`src/rtl/tlb_miss_arbiter_pkg.sv`:
```
// Shared widths and payload types for the L1-TLB miss path into the shared TLB.
package tlb_miss_arbiter_pkg;

  localparam int unsigned VPN_WIDTH    = 27;
  localparam int unsigned PPN_WIDTH    = 44;
  localparam int unsigned ASID_WIDTH   = 16;
  localparam int unsigned PGSIZE_WIDTH = 2;

  typedef enum logic {
    SRC_ITLB = 1'b0,
    SRC_DTLB = 1'b1
  } miss_src_e;

  typedef enum logic [PGSIZE_WIDTH-1:0] {
    PG_4K = 2'd0,
    PG_2M = 2'd1,
    PG_1G = 2'd2
  } pg_size_e;

  typedef struct packed {
    logic [VPN_WIDTH-1:0]  vpn;
    logic [ASID_WIDTH-1:0] asid;
    miss_src_e             src;
  } tlb_miss_req_t;

  typedef struct packed {
    logic [PPN_WIDTH-1:0] ppn;
    pg_size_e             pgsize;
    logic                 fault;
  } tlb_resp_t;

  // The source that is not s; used to break ties against the last winner.
  function automatic miss_src_e other_src(input miss_src_e s);
    miss_src_e o;
    if (s == SRC_ITLB) o = SRC_DTLB;
    else               o = SRC_ITLB;
    return o;
  endfunction

endpackage

```
`src/rtl/tlb_miss_arbiter_rr_arb2.sv`:
```
// Two-way round-robin arbiter between ITLB and DTLB misses; the last winner
// loses the next tie and the history only moves on an accepted grant.
module tlb_miss_arbiter_rr_arb2
  import tlb_miss_arbiter_pkg::*;
(
  input  logic      clk,
  input  logic      rst,
  input  logic      itlb_valid,
  input  logic      dtlb_valid,
  input  logic      handshake,
  output logic      grant_valid_c,
  output miss_src_e grant_src_c
);

  miss_src_e rr_last_q;

  always_comb begin
    grant_valid_c = itlb_valid | dtlb_valid;
    grant_src_c   = SRC_ITLB;
    if (itlb_valid && dtlb_valid) grant_src_c = other_src(rr_last_q);
    else if (dtlb_valid)          grant_src_c = SRC_DTLB;
  end

  // Reset to ITLB so that the DTLB wins the first tie.
  always_ff @(posedge clk) begin
    if (rst)            rr_last_q <= SRC_ITLB;
    else if (handshake) rr_last_q <= grant_src_c;
  end

endmodule

```
`src/rtl/tlb_miss_arbiter.sv`:
```
// Arbitrates ITLB/DTLB misses into one outstanding shared-TLB lookup and routes
// the result back. Define TLB_MISS_TIMEOUT_EN to add the lookup watchdog.
module tlb_miss_arbiter
  import tlb_miss_arbiter_pkg::*;
#(
  parameter int unsigned VPN_W  = VPN_WIDTH,
  parameter int unsigned PPN_W  = PPN_WIDTH,
  parameter int unsigned ASID_W = ASID_WIDTH
`ifdef TLB_MISS_TIMEOUT_EN
  , parameter int unsigned TIMEOUT_CYCLES = 1024
`endif
) (
  input  logic              clk_i,
  input  logic              rst_i,
  input  logic              flush_i,
  input  logic              itlb_miss_valid_i,
  output logic              itlb_miss_ready_o,
  input  logic [VPN_W-1:0]  itlb_vpn_i,
  input  logic [ASID_W-1:0] itlb_asid_i,
  input  logic              dtlb_miss_valid_i,
  output logic              dtlb_miss_ready_o,
  input  logic [VPN_W-1:0]  dtlb_vpn_i,
  input  logic [ASID_W-1:0] dtlb_asid_i,
  output logic              req_valid_o,
  input  logic              req_ready_i,
  output logic [VPN_W-1:0]  req_vpn_o,
  output logic [ASID_W-1:0] req_asid_o,
  input  logic              resp_valid_i,
  input  logic [PPN_W-1:0]  resp_ppn_i,
  input  logic [1:0]        resp_pgsize_i,
  input  logic              resp_fault_i,
  output logic              itlb_resp_valid_o,
  output logic              dtlb_resp_valid_o,
  output logic [PPN_W-1:0]  resp_ppn_o,
  output logic [1:0]        resp_pgsize_o,
  output logic              resp_fault_o
);

  localparam logic [1:0] ST_IDLE = 2'd0;
  localparam logic [1:0] ST_REQ  = 2'd1;
  localparam logic [1:0] ST_WAIT = 2'd2;

  logic [1:0]    state_q, state_d;
  tlb_miss_req_t req_q, req_d;
  tlb_resp_t     resp_q, resp_d;
  logic          req_valid_q, req_valid_d;
  logic          drop_q, drop_d;
  logic          itlb_pulse_q, itlb_pulse_d;
  logic          dtlb_pulse_q, dtlb_pulse_d;

  logic      grant_valid_c;
  miss_src_e grant_src_c;
  logic      handshake_c;
  logic      resp_live_c;
  logic      timeout_c;

`ifdef TLB_MISS_TIMEOUT_EN
  logic [31:0] wd_cnt_q, wd_cnt_d;
  logic [1:0]  stale_q, stale_d;

  // Responses owed to timed-out lookups are swallowed until the debt is paid.
  assign resp_live_c = resp_valid_i && (stale_q == 2'd0);
  assign timeout_c   = (state_q == ST_WAIT) && !resp_live_c &&
                       ((wd_cnt_q + 32'd1) == 32'(TIMEOUT_CYCLES - 1));
`else
  assign resp_live_c = resp_valid_i;
  assign timeout_c   = 1'b0;
`endif

  tlb_miss_arbiter_rr_arb2 u_rr_arb2 (
    .clk           (clk_i),
    .rst           (rst_i),
    .itlb_valid    (itlb_miss_valid_i),
    .dtlb_valid    (dtlb_miss_valid_i),
    .handshake     (handshake_c),
    .grant_valid_c (grant_valid_c),
    .grant_src_c   (grant_src_c)
  );

  assign handshake_c       = (state_q == ST_IDLE) && grant_valid_c;
  assign itlb_miss_ready_o = handshake_c && (grant_src_c == SRC_ITLB);
  assign dtlb_miss_ready_o = handshake_c && (grant_src_c == SRC_DTLB);

  always_comb begin
    state_d      = state_q;
    req_d        = req_q;
    resp_d       = resp_q;
    req_valid_d  = req_valid_q;
    drop_d       = drop_q;
    itlb_pulse_d = 1'b0;
    dtlb_pulse_d = 1'b0;
    unique case (state_q)
      ST_IDLE: begin
        if (handshake_c) begin
          if (grant_src_c == SRC_ITLB) begin
            req_d.vpn  = VPN_WIDTH'(itlb_vpn_i);
            req_d.asid = ASID_WIDTH'(itlb_asid_i);
          end else begin
            req_d.vpn  = VPN_WIDTH'(dtlb_vpn_i);
            req_d.asid = ASID_WIDTH'(dtlb_asid_i);
          end
          req_d.src   = grant_src_c;
          req_valid_d = 1'b1;
          state_d     = ST_REQ;
        end
      end
      ST_REQ: begin
        if (flush_i) drop_d = 1'b1;
        if (req_ready_i) begin
          req_valid_d = 1'b0;
          state_d     = ST_WAIT;
        end
      end
      ST_WAIT: begin
        if (flush_i) drop_d = 1'b1;
        if (resp_live_c || timeout_c) begin
          state_d = ST_IDLE;
          drop_d  = 1'b0;
          // A flush seen anywhere in this lookup, including now, kills the result.
          if (!(drop_q || flush_i)) begin
            if (resp_live_c) begin
              resp_d.ppn    = PPN_WIDTH'(resp_ppn_i);
              resp_d.pgsize = pg_size_e'(resp_pgsize_i);
              resp_d.fault  = resp_fault_i;
            end else begin
              resp_d.ppn    = '0;
              resp_d.pgsize = PG_4K;
              resp_d.fault  = 1'b1;
            end
            itlb_pulse_d = (req_q.src == SRC_ITLB);
            dtlb_pulse_d = (req_q.src == SRC_DTLB);
          end
        end
      end
      default: state_d = ST_IDLE;
    endcase
  end

`ifdef TLB_MISS_TIMEOUT_EN
  always_comb begin
    wd_cnt_d = wd_cnt_q;
    stale_d  = stale_q;
    if (state_q == ST_REQ)       wd_cnt_d = 32'd0;
    else if (state_q == ST_WAIT) wd_cnt_d = wd_cnt_q + 32'd1;
    if (resp_valid_i && (stale_q != 2'd0)) stale_d = stale_q - 2'd1;
    if (timeout_c && (stale_d != 2'd3))   stale_d = stale_d + 2'd1;
  end
`endif

  always_ff @(posedge clk_i) begin
    if (rst_i) begin
      state_q      <= ST_IDLE;
      req_q        <= '0;
      resp_q       <= '0;
      req_valid_q  <= 1'b0;
      drop_q       <= 1'b0;
      itlb_pulse_q <= 1'b0;
      dtlb_pulse_q <= 1'b0;
`ifdef TLB_MISS_TIMEOUT_EN
      wd_cnt_q     <= 32'd0;
      stale_q      <= 2'd0;
`endif
    end else begin
      state_q      <= state_d;
      req_q        <= req_d;
      resp_q       <= resp_d;
      req_valid_q  <= req_valid_d;
      drop_q       <= drop_d;
      itlb_pulse_q <= itlb_pulse_d;
      dtlb_pulse_q <= dtlb_pulse_d;
`ifdef TLB_MISS_TIMEOUT_EN
      wd_cnt_q     <= wd_cnt_d;
      stale_q      <= stale_d;
`endif
    end
  end

  assign req_valid_o       = req_valid_q;
  assign req_vpn_o         = VPN_W'(req_q.vpn);
  assign req_asid_o        = ASID_W'(req_q.asid);
  assign itlb_resp_valid_o = itlb_pulse_q;
  assign dtlb_resp_valid_o = dtlb_pulse_q;
  assign resp_ppn_o        = PPN_W'(resp_q.ppn);
  assign resp_pgsize_o     = resp_q.pgsize;
  assign resp_fault_o      = resp_q.fault;

endmodule

```
`config.mk`:
```
export PLATFORM = sky130hd
export DESIGN_NAME = tlb_miss_arbiter
export DESIGN_NICKNAME = d
export VERILOG_FILES = /design/src/rtl/tlb_miss_arbiter_pkg.sv /design/src/rtl/tlb_miss_arbiter_rr_arb2.sv /design/src/rtl/tlb_miss_arbiter.sv
export SDC_FILE = /design/constraint.sdc
export NUM_CORES = 1
export LEC_CHECK = 0
export ABC_CLOCK_PERIOD_IN_PS = 2700
export BUFFER_PORTS_ARGS = -buffer_cell sky130_fd_sc_hd__buf_2
export CAP_MARGIN = 20
export CORE_MARGIN = 4
export CORE_UTILIZATION = 25
export CTS_BUF_LIST = sky130_fd_sc_hd__clkbuf_4 sky130_fd_sc_hd__clkbuf_8
export DETAILED_ROUTE_END_ITERATION = 6
export PLACE_DENSITY = 0.54
export SLEW_MARGIN = 20
export SYNTH_ARGS = -nofsm -noshare
export SYNTH_HDL_FRONTEND = slang
export SYNTH_SLANG_ARGS = --single-unit
export TNS_END_PERCENT = 50
```
`constraint.sdc`:
```
create_clock -name clk_i -period 2.7 [get_ports clk_i]
set_input_delay 0.405 -clock clk_i [delete_from_list [all_inputs] [get_ports clk_i]]
set_output_delay 0.405 -clock clk_i [all_outputs]
set_load 0.005 [all_outputs]
```
; After elaboration in Yosys (flattened, before gate mapping)
; Cells that the tools add are included.
[word_totals]
elab_cells = 50
out_inout_bits = 95
regBits = 98
inputBits = 140
[op_classes]
reduce_logical = 13
eq_ne = 5
n_mux = 14
bitwise_logic = 6
[op_table]
columns = cell, count
row1 = two-way mux 43 bit, 1
row2 = AND reduction 3 bit, 3
row3 = two-way mux 1 bit, 7
row4 = two-way mux 2 bit, 3
row5 = "!= test 2 bit, second input constant", 3
row6 = case mux 2 bit (3 select lines), 1
row7 = NOT 1 bit, 5
row8 = logical AND 1 bit, 4
row9 = case mux 1 bit (2 select lines), 2
row10 = nonzero test 2 bit, 2
row11 = OR reduction 4 bit, 1
row12 = "equality test 2 x 1 -> 1 bit, second input constant", 1
row13 = "equality test 2 bit, second input constant", 1
row14 = logical NOT 2 bit, 1
row15 = AND reduction 2 bit, 1
row16 = logical OR 1 bit, 1
row17 = OR 1 bit, 1

; Depth between registers and ports, before layout
[depth]
depth_word = 4
depth_mapped = 7

; Modules after synthesis
; Synthesis repeated with hierarchy kept, for this count alone.
[hier_totals]
hier_cells = 485
hier_area_um2 = 4274.1
[by_module_without_submodules]
columns = module, cells_per_inst, area_each_um2, n_inst
row1 = tlb_miss_arbiter, 479, 4204.0, 1
row2 = tlb_miss_arbiter_rr_arb2, 6, 70.1, 1

; Worst setup path before layout
; Ideal clock, no wire load.
[synth_timing]
kind = register to register
from = register state_q[0]
to = register req_q, in the netlist req_asid_o[11]
arrival_time_ns = 1.349
path_slack_ns = 1.229
setup_time_ns = 0.122
path_buffers = 2
required_time_ns = 2.578
synth_period_minus_slack_ns = 1.471
stages_incl_launch_ff = 8
path_cell_list = dfxtp_1 inv_1 ha_1 o21a_1 buf_6 buf_6 nor3b_1 a221o_1
[synth_via]
elab_chain_cells = 3
[synth_lines]
columns = element, line_no
row1 = from (decl), tlb_miss_arbiter.sv:43  ; logic [1:0] state_q, state_d;
row2 = from (signal assigned), tlb_miss_arbiter.sv:164  ; state_q <= state_d;
row3 = logical NOT 2 bit (*), "tlb_miss_arbiter.sv:80, tlb_miss_arbiter.sv:92"
row4 = logical AND 1 bit, tlb_miss_arbiter.sv:80  ; assign handshake_c = (state_q == ST_IDLE) && grant_valid_c;
row5 = AND reduction 2 bit (no source line) (*), n/a
row6 = to (signal assigned), tlb_miss_arbiter.sv:165  ; req_q <= req_d;
row7 = to (decl), tlb_miss_arbiter.sv:44  ; tlb_miss_req_t req_q, req_d;
; Mark *: on every way between the ends. The rest lies on a longest branch, timed or not.
; A chain may end at the register's enable or synchronous reset.

; Final worst setup path
[layout_timing]
from = register state_q[1]
to = output port dtlb_miss_ready_o
[layout_via]
elab_chain_cells = 3
[layout_lines]
columns = element, line_no
row1 = logical NOT 2 bit, tlb_miss_arbiter.sv:80
row2 = logical AND 1 bit, tlb_miss_arbiter.sv:80
row3 = logical AND 1 bit, tlb_miss_arbiter.sv:82  ; assign dtlb_miss_ready_o = handshake_c && (grant_src_c == SRC_DTLB);
row4 = to (decl), tlb_miss_arbiter.sv:21  ; output logic dtlb_miss_ready_o,
; Every way passes these cells.

==> impl_metrics.toml <==
[timing]
fin_skew_ns = 0.0115
finalCritPeriodShare = 0.775
finalCriticalPeriod_ns = 2.09
slew_violations = 0
setup_viol = 0
tightest_slew_ns = 0.737
relSlewSlack = 0.509
hold_viol_final = 0
finalSetupTns_ns = 0
fmax_ghz = 0.478
rsz0062_at_grt = "no"

[placement]
hpwl_um = 9040
portBuffers = 234
globalplace.congestion = 0.721

[synth]
syn-mean-instance-area_um2 = 9.43
syn_area_mm2 = 0.00419
synth_top_family_by_area = "compound AO/OA/AOI/OAI gates"
synth_cell_types = 27
syn-num-nets = 589
synth_edf_count = 0
ys_warn_count = 0
synth_seq_cells = 98
synthAdderAreaFrac = 0.0149
synth_xor_area_frac = 0
synth_mux_area_frac = 0.00478
syn_inst = 444
yosys_most_used_dff = "dfxtp_1"
synth_compound_area_frac = 0.189
async_reset_ff_frac = 0
yosys.area_share.simple = 0.183
ys_seq_area_frac = 0.469

[job]
maxCapViolCount = 0

[global_routing]
grt_max_degree = 66
gr-total-overflow = 0
grt_pass1_wl_um = 18100
grt_pass1_vias = 3670
grt_usage = 0.122
antenna_found_initial = 1

[power_and_ir_drop]
power_density_mw_per_mm2 = 718
clockPowerShare = 0.244
intPower_mw = 2.57
p_total_mw = 3.83
ir_drop_mv = 0.276
combPwrFrac = 0.285
netSwitchingFraction = 0.328
leakagePower_nw = 2.40
p_sw_mw = 1.26
seq_power_share = 0.471

[drt]
firstDrtPassIters = 4
wl_per_cell_um = 14.6
routed_wirelength_um = 12300
drcViolationCount = 0
ant_nets = 0
routed-via-count = 3805
via_per_inst = 4.51
drt_iter0_drc = 142

[clocking]
htree_levels = 3
numCtsBuffers = 9
post_cts_buffers = 0
hold_buffers = 0
cts_resized = 0
clkTransAtPathRegs_ns = 0.11
tritoncts = "built"
worstSkewPairLatency_ns = 0.37
cts-root-buf = "clkbuf_8"
clk_path_buf_depth = 2
clock_sinks = 98

[worst_setup_path]
max_stage_delay_ns = 0.34
crit_fanout = 7
crit_path_start = "state_q[1]"
cp.arrival_ns = 1.69
slowest_stage = "dfxtp_1"
crit_family = "flip-flops"
crit_buf_inv = 2
required_ns = 2.30
r2r-start = "state_q[0]"
crit_path_end_kind = "output port"
crit_chain = "inv_1 -> ha_1 -> nand2_2 -> a21oi_1 -> buf_2"
start_kind = "flip-flop"
crit_type = "reg -> out"

[outcome]
status = "complete, no violations"

[hold_path]
hp-start = "itlb_asid_i[2]"
hold_class = "in -> reg"

[cells_and_area]
multi_input_area_mm2 = 0.00164
final_layout_size_suffix_gt1_frac = 0.425
syn2layout_area_growth_pct = 27.2
layout.nets = 763
layout.area.seq_mm2 = 0.00196
diodes = 0
n_fill_cell = 1756

[floorplan]
die_h_um = 137
dieArea_mm2 = 0.0189
rows = 47
core_area_mm2 = 0.0165
ios = 235
die_x_um = 137
initial_core_util = 0.253
[area by class of cell]
cell class | instances | share of cell area
inverters | 5 | 0.00352
clock buffers | 9 | 0.0233
repair buffers | 242 | 0.232
multi-input cells | 262 | 0.308
well taps | 220 | 0.0517
flip-flops and latches | 98 | 0.368
clock inverters | 7 | 0.0134
[sequential cells by signal, indices dropped and copies added, names as in the netlist]
register	cells
resp_ppn_o	44
resp_fault_o	1
resp_pgsize_o	2
u_rr_arb2.rr_last_q	1
itlb_resp_valid_o	1
req_q	1
drop_q	1
state_q	2
req_asid_o	16
dtlb_resp_valid_o	1
req_valid_o	1
req_vpn_o	27
[power groups by stage]
stage          registers (mW)  clock network, mW  logic [mW]
4_1_cts                  1.80              0.996        1.12
2_1_floorplan            1.81                  0       0.949
6_report                 1.80              0.933        1.09
5_1_grt                  1.83               1.05        1.22
3_3_place_gp             1.83                  0        1.09
3_5_place_dp             1.84                  0        1.10
[routing by layer]
metal  part of all wire  track usage
met5             0.0011            0
met1               0.42        0.143
met2               0.43        0.190
met4              0.012       0.0399
met3               0.14       0.0657
[kinds of logic after synthesis]
kind of cell,Yosys count
muxes,2
and+or+nand+nor,151
DFF,98
adders and majority gates,5
AOI/OAI and AO/OA,104
buffers and inverters,84
[placed cells by master (no fill, tap or decap)]
cell type / n
nand4bb_2: 1
inv_1: 4
ha_1: 5
dfxtp_1: 98
nand2b_1: 4
nor3b_1: 44
nor2_1: 1
a311oi_1: 2
buf_4: 9
inv_6: 2
buf_2: 233
nor3_1: 1
a21oi_1: 52
o21ai_0: 1
a222oi_1: 1
a221o_1: 43
clkinv_4: 3
nand2_1: 97
clkbuf_8: 9
o311ai_0: 1
mux2i_1: 2
and4bb_2: 1
inv_2: 1
inv_8: 1
nor2b_1: 1
o21a_1: 1
nand2_2: 1
o21ba_2: 1
clkinv_8: 1
a211oi_4: 2
[path summary, 6_finish.rpt]
path,end,slack [ns],cells after the start
setup reg to reg,resp_ppn_o[10],0.67,6
hold reg to reg,itlb_resp_valid_o,0.45,1
setup / recovery,dtlb_miss_ready_o,0.61,5
hold / removal,req_asid_o[2],0.25,2
[synth_stat cells (4+ instances only)]
cell type	n	share of area
a21oi_1	52	0.062
a221o_1	43	0.10
ha_1	5	0.015
buf_6	9	0.024
buf_2	17	0.020
nand2b_1	4	0.0060
inv_1	4	0.0036
buf_4	49	0.088
dfxtp_1	98	0.47
nor3b_1	44	0.079
clkbuf_1	4	0.0036
nand2_1	97	0.087
[worst reg2reg max path, cell delays in order (launching register included)]
cell and delay (ns):
dfxtp_1 0.36, inv_1 0.11, ha_1 0.24, nand4bb_2 0.60
buf_4 0.44, nand2_1 0.08, a21oi_1 0.06
[per-stage QoR]
stage                     std cells  area, µm²  setup WS (ns)  hold slack, ns  utilization
after floorplan                 444       4190           1.23           0.408            -
after global placement          827       5130          0.756           0.431        0.311
after detailed placement        827       5130          0.679           0.437        0.311
after CTS                       843       5330          0.522           0.211        0.322
after global routing            843       5330          0.408           0.206        0.322
final                           843       5330          0.608           0.250        0.322
Note: power is estimated with default switching activity, not from simulation.
